`src/rtl/opsga_pkg.sv`:
```
// Shared definitions for the OPSGA endmember-search datapath: beat sizing,
// score-mode encoding and the argmax engine's state type.
package opsga_pkg;

    function automatic int ceil_div(input int num, input int den);
        return (num + den - 1) / den;
    endfunction

    function automatic int beats_per_pixel(input int bands, input int lanes);
        return ceil_div(bands, lanes);
    endfunction

    localparam logic MODE_NORM = 1'b0;
    localparam logic MODE_DOT  = 1'b1;

    typedef enum logic [1:0] {
        ST_IDLE,
        ST_RUN,
        ST_DRAIN,
        ST_OUT
    } state_e;

endpackage

```
`src/rtl/proj_argmax_engine_lane_mac.sv`:
```
// Two-stage lane multiplier: stage 1 registers the masked per-lane products,
// stage 2 registers their sign-extended sum. Each stage carries a valid bit.
module lane_mac
    import opsga_pkg::*;
#(
    parameter int IN_WIDTH  = 16,
    parameter int LANES     = 4,
    parameter int ACC_WIDTH = 40
) (
    input  logic                          clk,
    input  logic                          rst,
    input  logic                          flush_i,
    input  logic                          valid_i,
    input  logic                          first_i,
    input  logic                          last_i,
    input  logic                          mode_i,
    input  logic [LANES-1:0]              keep_i,
    input  logic [LANES*IN_WIDTH-1:0]     pixel_i,
    input  logic [LANES*IN_WIDTH-1:0]     weight_i,
    output logic                          valid_o,
    output logic                          first_o,
    output logic                          last_o,
    output logic signed [ACC_WIDTH-1:0]   sum_o
);
    localparam int PROD_W = 2 * IN_WIDTH;

    logic signed [IN_WIDTH-1:0]  lhs    [LANES];
    logic signed [IN_WIDTH-1:0]  rhs    [LANES];
    logic signed [PROD_W-1:0]    prod_d [LANES];
    logic signed [PROD_W-1:0]    prod_q [LANES];
    logic signed [ACC_WIDTH-1:0] tree_d;
    logic signed [ACC_WIDTH-1:0] sum_q;
    logic s1_valid_q, s1_first_q, s1_last_q;
    logic s2_valid_q, s2_first_q, s2_last_q;

    // Masked lanes are zeroed before the multiplier, so their weight never matters.
    always_comb begin
        tree_d = '0;
        for (int l = 0; l < LANES; l++) begin
            lhs[l]    = keep_i[l] ? pixel_i[l*IN_WIDTH +: IN_WIDTH] : '0;
            rhs[l]    = (mode_i == MODE_DOT) ? weight_i[l*IN_WIDTH +: IN_WIDTH] : lhs[l];
            prod_d[l] = PROD_W'(lhs[l]) * PROD_W'(rhs[l]);
            tree_d    = tree_d + ACC_WIDTH'(prod_q[l]);
        end
    end

    // NOTE: only the valid bits need reset; data registers are qualified by them.
    always_ff @(posedge clk or posedge rst) begin
        if (rst) begin
            s1_valid_q <= 1'b0;
            s2_valid_q <= 1'b0;
        end else if (flush_i) begin
            s1_valid_q <= 1'b0;
            s2_valid_q <= 1'b0;
        end else begin
            s1_valid_q <= valid_i;
            s2_valid_q <= s1_valid_q;
        end
    end

    always_ff @(posedge clk) begin
        if (valid_i) begin
            prod_q     <= prod_d;
            s1_first_q <= first_i;
            s1_last_q  <= last_i;
        end
        if (s1_valid_q) begin
            sum_q      <= tree_d;
            s2_first_q <= s1_first_q;
            s2_last_q  <= s1_last_q;
        end
    end

    assign valid_o = s2_valid_q;
    assign first_o = s2_first_q;
    assign last_o  = s2_last_q;
    assign sum_o   = sum_q;

endmodule

```
`src/rtl/proj_argmax_engine.sv`:
```
// Streaming per-pixel scorer (squared norm or dot product) with a running
// argmax over one image pass and a backpressured result handshake.
module proj_argmax_engine
    import opsga_pkg::*;
#(
    parameter int IN_WIDTH       = 16,
    parameter int LANES          = 4,
    parameter int SPECTRAL_BANDS = 188,
    parameter int TOTAL_PIXELS   = 47500,
    parameter int ACC_WIDTH      = 40
) (
    input  logic                              clk,
    input  logic                              rst,
    input  logic                              start,
    input  logic                              mode,
    input  logic                              clear,
    input  logic [LANES*IN_WIDTH-1:0]         pixel_in,
    input  logic [LANES*IN_WIDTH-1:0]         weight_in,
    input  logic                              pixel_valid,
    output logic                              pixel_ready,
    output logic [$clog2(TOTAL_PIXELS)-1:0]   idx_out,
    output logic [ACC_WIDTH-1:0]              max_out,
    output logic                              out_valid,
    input  logic                              out_ready,
    output logic                              busy,
    output logic                              done
);
    localparam int BEATS      = beats_per_pixel(SPECTRAL_BANDS, LANES);
    localparam int BEAT_W     = (BEATS > 1) ? $clog2(BEATS) : 1;
    localparam int IDX_W      = $clog2(TOTAL_PIXELS);
    localparam int TAIL_BANDS = SPECTRAL_BANDS - (BEATS - 1) * LANES;
    localparam logic [BEAT_W-1:0] BEAT_LAST = BEAT_W'(BEATS - 1);
    localparam logic [IDX_W-1:0]  PIX_LAST  = IDX_W'(TOTAL_PIXELS - 1);

    state_e                      state_q;
    logic                        mode_q;
    logic                        drain_q;
    logic [BEAT_W-1:0]           beat_q;
    logic [IDX_W-1:0]            pix_q;
    logic [IDX_W-1:0]            score_cnt_q;
    logic [IDX_W-1:0]            idx_q;
    logic signed [ACC_WIDTH-1:0] acc_q;
    logic signed [ACC_WIDTH-1:0] acc_d;
    logic signed [ACC_WIDTH-1:0] max_q;
    logic                        hs, beat_last, pix_last;
    logic [LANES-1:0]            keep;
    logic                        s2_valid, s2_first, s2_last;
    logic signed [ACC_WIDTH-1:0] s2_sum;

    assign hs        = pixel_valid & pixel_ready;
    assign beat_last = (beat_q == BEAT_LAST);
    assign pix_last  = (pix_q == PIX_LAST);

    always_comb begin
        keep = '1;
        if (beat_last) begin
            for (int l = 0; l < LANES; l++) begin
                if (l >= TAIL_BANDS) keep[l] = 1'b0;
            end
        end
    end

    lane_mac #(
        .IN_WIDTH  (IN_WIDTH),
        .LANES     (LANES),
        .ACC_WIDTH (ACC_WIDTH)
    ) u_lane_mac (
        .clk      (clk),
        .rst      (rst),
        .flush_i  (clear),
        .valid_i  (hs),
        .first_i  (beat_q == '0),
        .last_i   (beat_last),
        .mode_i   (mode_q),
        .keep_i   (keep),
        .pixel_i  (pixel_in),
        .weight_i (weight_in),
        .valid_o  (s2_valid),
        .first_o  (s2_first),
        .last_o   (s2_last),
        .sum_o    (s2_sum)
    );

    assign acc_d = s2_first ? s2_sum : acc_q + s2_sum;

    // NOTE: all state updates use non-blocking assignments so every register sees pre-edge values.
    always_ff @(posedge clk or posedge rst) begin
        if (rst) begin
            state_q <= ST_IDLE;
            mode_q  <= MODE_NORM;
            drain_q <= 1'b0;
            beat_q  <= '0;
            pix_q   <= '0;
        end else if (clear) begin
            state_q <= ST_IDLE;
            drain_q <= 1'b0;
            beat_q  <= '0;
            pix_q   <= '0;
        end else begin
            case (state_q)
                ST_IDLE: if (start) begin
                    state_q <= ST_RUN;
                    mode_q  <= mode;
                    beat_q  <= '0;
                    pix_q   <= '0;
                end
                ST_RUN: if (hs) begin
                    if (beat_last) begin
                        beat_q <= '0;
                        pix_q  <= pix_last ? '0 : pix_q + 1'b1;
                        if (pix_last) begin
                            state_q <= ST_DRAIN;
                            drain_q <= 1'b0;
                        end
                    end else begin
                        beat_q <= beat_q + 1'b1;
                    end
                end
                // Two cycles let the final beat clear both pipeline stages.
                ST_DRAIN: begin
                    drain_q <= 1'b1;
                    if (drain_q) state_q <= ST_OUT;
                end
                ST_OUT: if (out_ready) state_q <= ST_IDLE;
                default: state_q <= ST_IDLE;
            endcase
        end
    end

    always_ff @(posedge clk or posedge rst) begin
        if (rst) begin
            acc_q       <= '0;
            max_q       <= '0;
            idx_q       <= '0;
            score_cnt_q <= '0;
        end else if (clear || (state_q == ST_IDLE && start)) begin
            score_cnt_q <= '0;
        end else if (s2_valid) begin
            acc_q <= acc_d;
            if (s2_last) begin
                score_cnt_q <= score_cnt_q + 1'b1;
                // Strictly greater keeps the lower index on ties.
                if (score_cnt_q == '0 || acc_d > max_q) begin
                    max_q <= acc_d;
                    idx_q <= score_cnt_q;
                end
            end
        end
    end

    assign pixel_ready = (state_q == ST_RUN);
    assign busy        = (state_q != ST_IDLE);
    assign out_valid   = (state_q == ST_OUT);
    assign done        = out_valid & out_ready & ~clear;
    assign idx_out     = idx_q;
    assign max_out     = max_q;

endmodule

```
`config.mk`:
```
export PLATFORM = sky130hd
export DESIGN_NAME = proj_argmax_engine
export DESIGN_NICKNAME = d
export VERILOG_FILES = /design/src/rtl/opsga_pkg.sv /design/src/rtl/proj_argmax_engine_lane_mac.sv /design/src/rtl/proj_argmax_engine.sv
export SDC_FILE = /design/constraint.sdc
export NUM_CORES = 2
export LEC_CHECK = 0
export ABC_AREA = 1
export CAP_MARGIN = 0
export CORE_ASPECT_RATIO = 1.5
export CORE_UTILIZATION = 48
export DETAILED_ROUTE_END_ITERATION = 8
export GPL_TIMING_DRIVEN = 0
export PLACE_DENSITY = 0.75
export SYNTH_ARGS = -nofsm -noshare
export SYNTH_HDL_FRONTEND = slang
export SYNTH_SLANG_ARGS = --single-unit
```
`constraint.sdc`:
```
create_clock -name clk -period 7.9 [get_ports clk]
set_input_delay 1.185 -clock clk [delete_from_list [all_inputs] [get_ports clk]]
set_output_delay 1.185 -clock clk [all_outputs]
set_load 0.05 [all_outputs]
```
==> metrics.cfg <==
[outcome]
outcome=finished, final reports clean

[sta]
fmax_ghz=0.129
final_max_slew_viol_count=0
min_period_ns=7.74
fin_worst_skew_ns=0.0397
worst_pin_slew_ns=0.966
fin_crit_sh_pct=98.0
rsz0062_at_grt=no
setup_viol=0
slew_headroom_pct=35.6
tns_ns=0
hold_viol=0

[clocking]
holdBufCountCts=0
clock-sinks=312
max-clock-path-buffers=3
cts_tree=yes
clk_pin_slew_ns=0.06
clockRootBuffer=clkbuf_16
cts-htree-levels=2
insertion_delay_ns=0.58
cts_made_buffers=35

[grt]
grt_use_total_pct=30.6
grt.overflow.total=0
grt_pass1_wl_um=296000
grt_max_degree=111
grt_pass1_vias=53001
antenna_found_initial=6

[route]
post_drt_wl_per_cell_um=20.7
drc=0
ant_nets=0
viasPerCell=5.36
drt_iter0_drc=3409
num_vias=49894
routed_wl_um=192000
drt_first_pass_iters=6

[synth]
ys.flop_type=edfxtp_1
synthSimpleGateAreaFrac_pct=18.4
ys_seq_elements=312
seq_area_frac_synth_pct=14.3
yosys.area.top_type=fa_1
syn_nets=9164
synth_xor_area_share_pct=3.02
ys_top_cells_by_area=fa_1 (36%), inv_1 (11%), ha_1 (10%)
synth-compound-area-share_pct=6.35
synth_top_family_by_area=adder cells
synth_area_per_cell_um2=8.11
synthAdderAreaFrac_pct=45.8
synth_cell_type_count=51
synthMuxAreaShare_pct=0
synth-async-reset-ratio_pct=44.9
syn_inst=7463
synth.top_cell.area_share_pct=35.8
synth-edff-count=172
yosysWarnings=0
synth_area_um2=60500

[place]
port-buffer-count=161
dp_hpwl_um=164000
dp_cells=9236
place.gp.congestion=1.04

[hold_path]
min_path_type=register to register
min_path_cells=0
min_from=u_lane_mac.s1_last_q$_DFFE_PP_
hold_end=u_lane_mac.last_o$_DFFE_PP_

[worst_setup_path]
cp-end-kind=register
cp_max_fo=10
timing.rr.start=mode_q$_DFFE_PP0P_
path_class=register to register
reg2reg_slack_ns=0.16
cp.required_ns=8.24
start_kind=register
critPathArrivalTime_ns=8.09
ff2ff_path_depth=26
r2r_end=u_lane_mac.prod_q[119]$_DFFE_PP_

[final_layout]
drive_gt1_share_pct=3.29
fillers=11846
final_cells=9308
area_growth_pct=8.77
seq_area_um2=8670
multi_input_area_um2=44600
final_nets=9372
mostFrequentLayoutCell=inv_1
mostFrequentLayoutCells=inv_1 (1716), nand2_1 (1498), fa_1 (1079), nor2_1 (880), ha_1 (483)
diodes=0

[die]
die_w_um=292
core_area_um2=125000
start_util_pct=48.4
die_area_um2=128000
rows=159
die_h_um=437
io_pins=195

[run]
cap_violations=0

==> cell type report <==
cell class                 count  share of cell area, %
clock inverter                18                  0.338
clock buffer                  46                   1.52
inverter                    1750                   10.1
multi-input combinational   5223                   67.7
buffer                       166                   1.27
timing repair buffer         183                   2.77
tap                         1610                   3.06
sequential                   312                   13.2
==> metrics by stage <==
stage / hold slack (ns) / util, % / cell area, µm² / setup WS, ns
detailed placement: 0.405 / 51.3 / 64200 / -1.32
finish: 0.420 / 52.6 / 65800 / 0.157
global route: 0.423 / 52.6 / 65800 / 0.00519
global placement: 0.403 / 51.3 / 64200 / -1.33
CTS: 0.417 / 52.4 / 65500 / 0.00296
floorplan: 0.400 / - / 60500 / 0.843
==> how the worst max path moves through the flow <==
| stage | startpoint | endpoint | slack, ns |
|---|---|---|---|
| floorplan | pixel_in[34] | u_lane_mac.prod_q[63]$_DFFE_PP_ | 0.84 |
| global placement | mode_q$_DFFE_PP0P_ | u_lane_mac.prod_q[23]$_DFFE_PP_ | -1.33 |
| detailed placement | mode_q$_DFFE_PP0P_ | u_lane_mac.prod_q[23]$_DFFE_PP_ | -1.32 |
| CTS | pixel_in[30] | u_lane_mac.prod_q[90]$_DFFE_PP_ | 0.003 |
| global route | pixel_in[12] | u_lane_mac.prod_q[122]$_DFFE_PP_ | 0.005 |
| finish | mode_q$_DFFE_PP0P_ | u_lane_mac.prod_q[119]$_DFFE_PP_ | 0.16 |
==> synthesized netlist by cell type, types with 8 or more instances <==
master / instances
nor2_1: 882
o21ai_0: 187
or2_2: 24
ha_1: 483
buf_2: 14
a21boi_0: 14
nor3_1: 48
clkbuf_1: 142
xnor2_1: 61
o21bai_1: 38
inv_1: 1718
nor2_2: 8
clkinv_1: 29
a31oi_1: 33
buf_1: 10
a21o_1: 43
xor2_1: 148
nor4_1: 19
nand4_1: 47
dfrtp_1: 140
nand2_1: 1498
nand3_1: 227
o21a_1: 51
edfxtp_1: 172
buf_6: 8
a21oi_1: 265
fa_1: 1083
==> kinds of logic after synthesis <==
family                     after synthesis
and+or+nand+nor                       2782
adders and majority gates             1566
xor gates and xnor gates               209
AOI/OAI and AO/OA                      666
buffers and inverters                 1928
DFF                                    312
==> sequential cells by signal, indices dropped and copies added (netlist names) <==
register and count:
u_lane_mac.prod_q 128, acc_q 40, max_out 40, u_lane_mac.sum_o 40
idx_out 16, pix_q 16, score_cnt_q 16, beat_q 6
state_q 2, drain_q 1, mode_q 1, u_lane_mac.first_o 1
u_lane_mac.last_o 1, u_lane_mac.s1_first_q 1, u_lane_mac.s1_last_q 1, u_lane_mac.s1_valid_q 1
u_lane_mac.valid_o 1
==> routing by layer <==
metal | global-route usage [%] | vias to the layer above | part of all wire [%]
met3 | 3.56 | 636 | 5.3
met5 | 0 | - | 0.028
met2 | 54.9 | 1805 | 51
met4 | 21.3 | 8 | 8.5
met1 | 33.5 | 24571 | 35
li1 | - | 22874 | -
==> worst max-delay path, stage by stage, from the launching register on <==
cell and delay (ns):
dfrtp_4 0.68, inv_2 0.15, clkbuf_4 0.33, nor2_1 0.30, a21oi_1 0.16, inv_1 0.19
clkbuf_1 0.41, nor2_1 0.12, fa_1 0.52, inv_1 0.05, fa_1 0.48, fa_1 0.54
inv_1 0.06, fa_1 0.50, fa_1 0.50, inv_1 0.05, fa_1 0.47, inv_1 0.11
ha_1 0.40, a21oi_1 0.24, a21boi_0 0.21, nand2_1 0.07, a31oi_1 0.32, o21ai_0 0.19
nand2_1 0.09, nand2_1 0.06, xor2_1 0.28
==> timing repair <==
action / in CTS / in global routing
setup endpoints to repair: 82 / 56
gates cloned: 0 / 0
buffers inserted: 0 / 20
gates resized for setup: 34 / 115
Power is not shown: default switching activity piles up to over one toggle a cycle in this logic, so the estimate is an artifact.
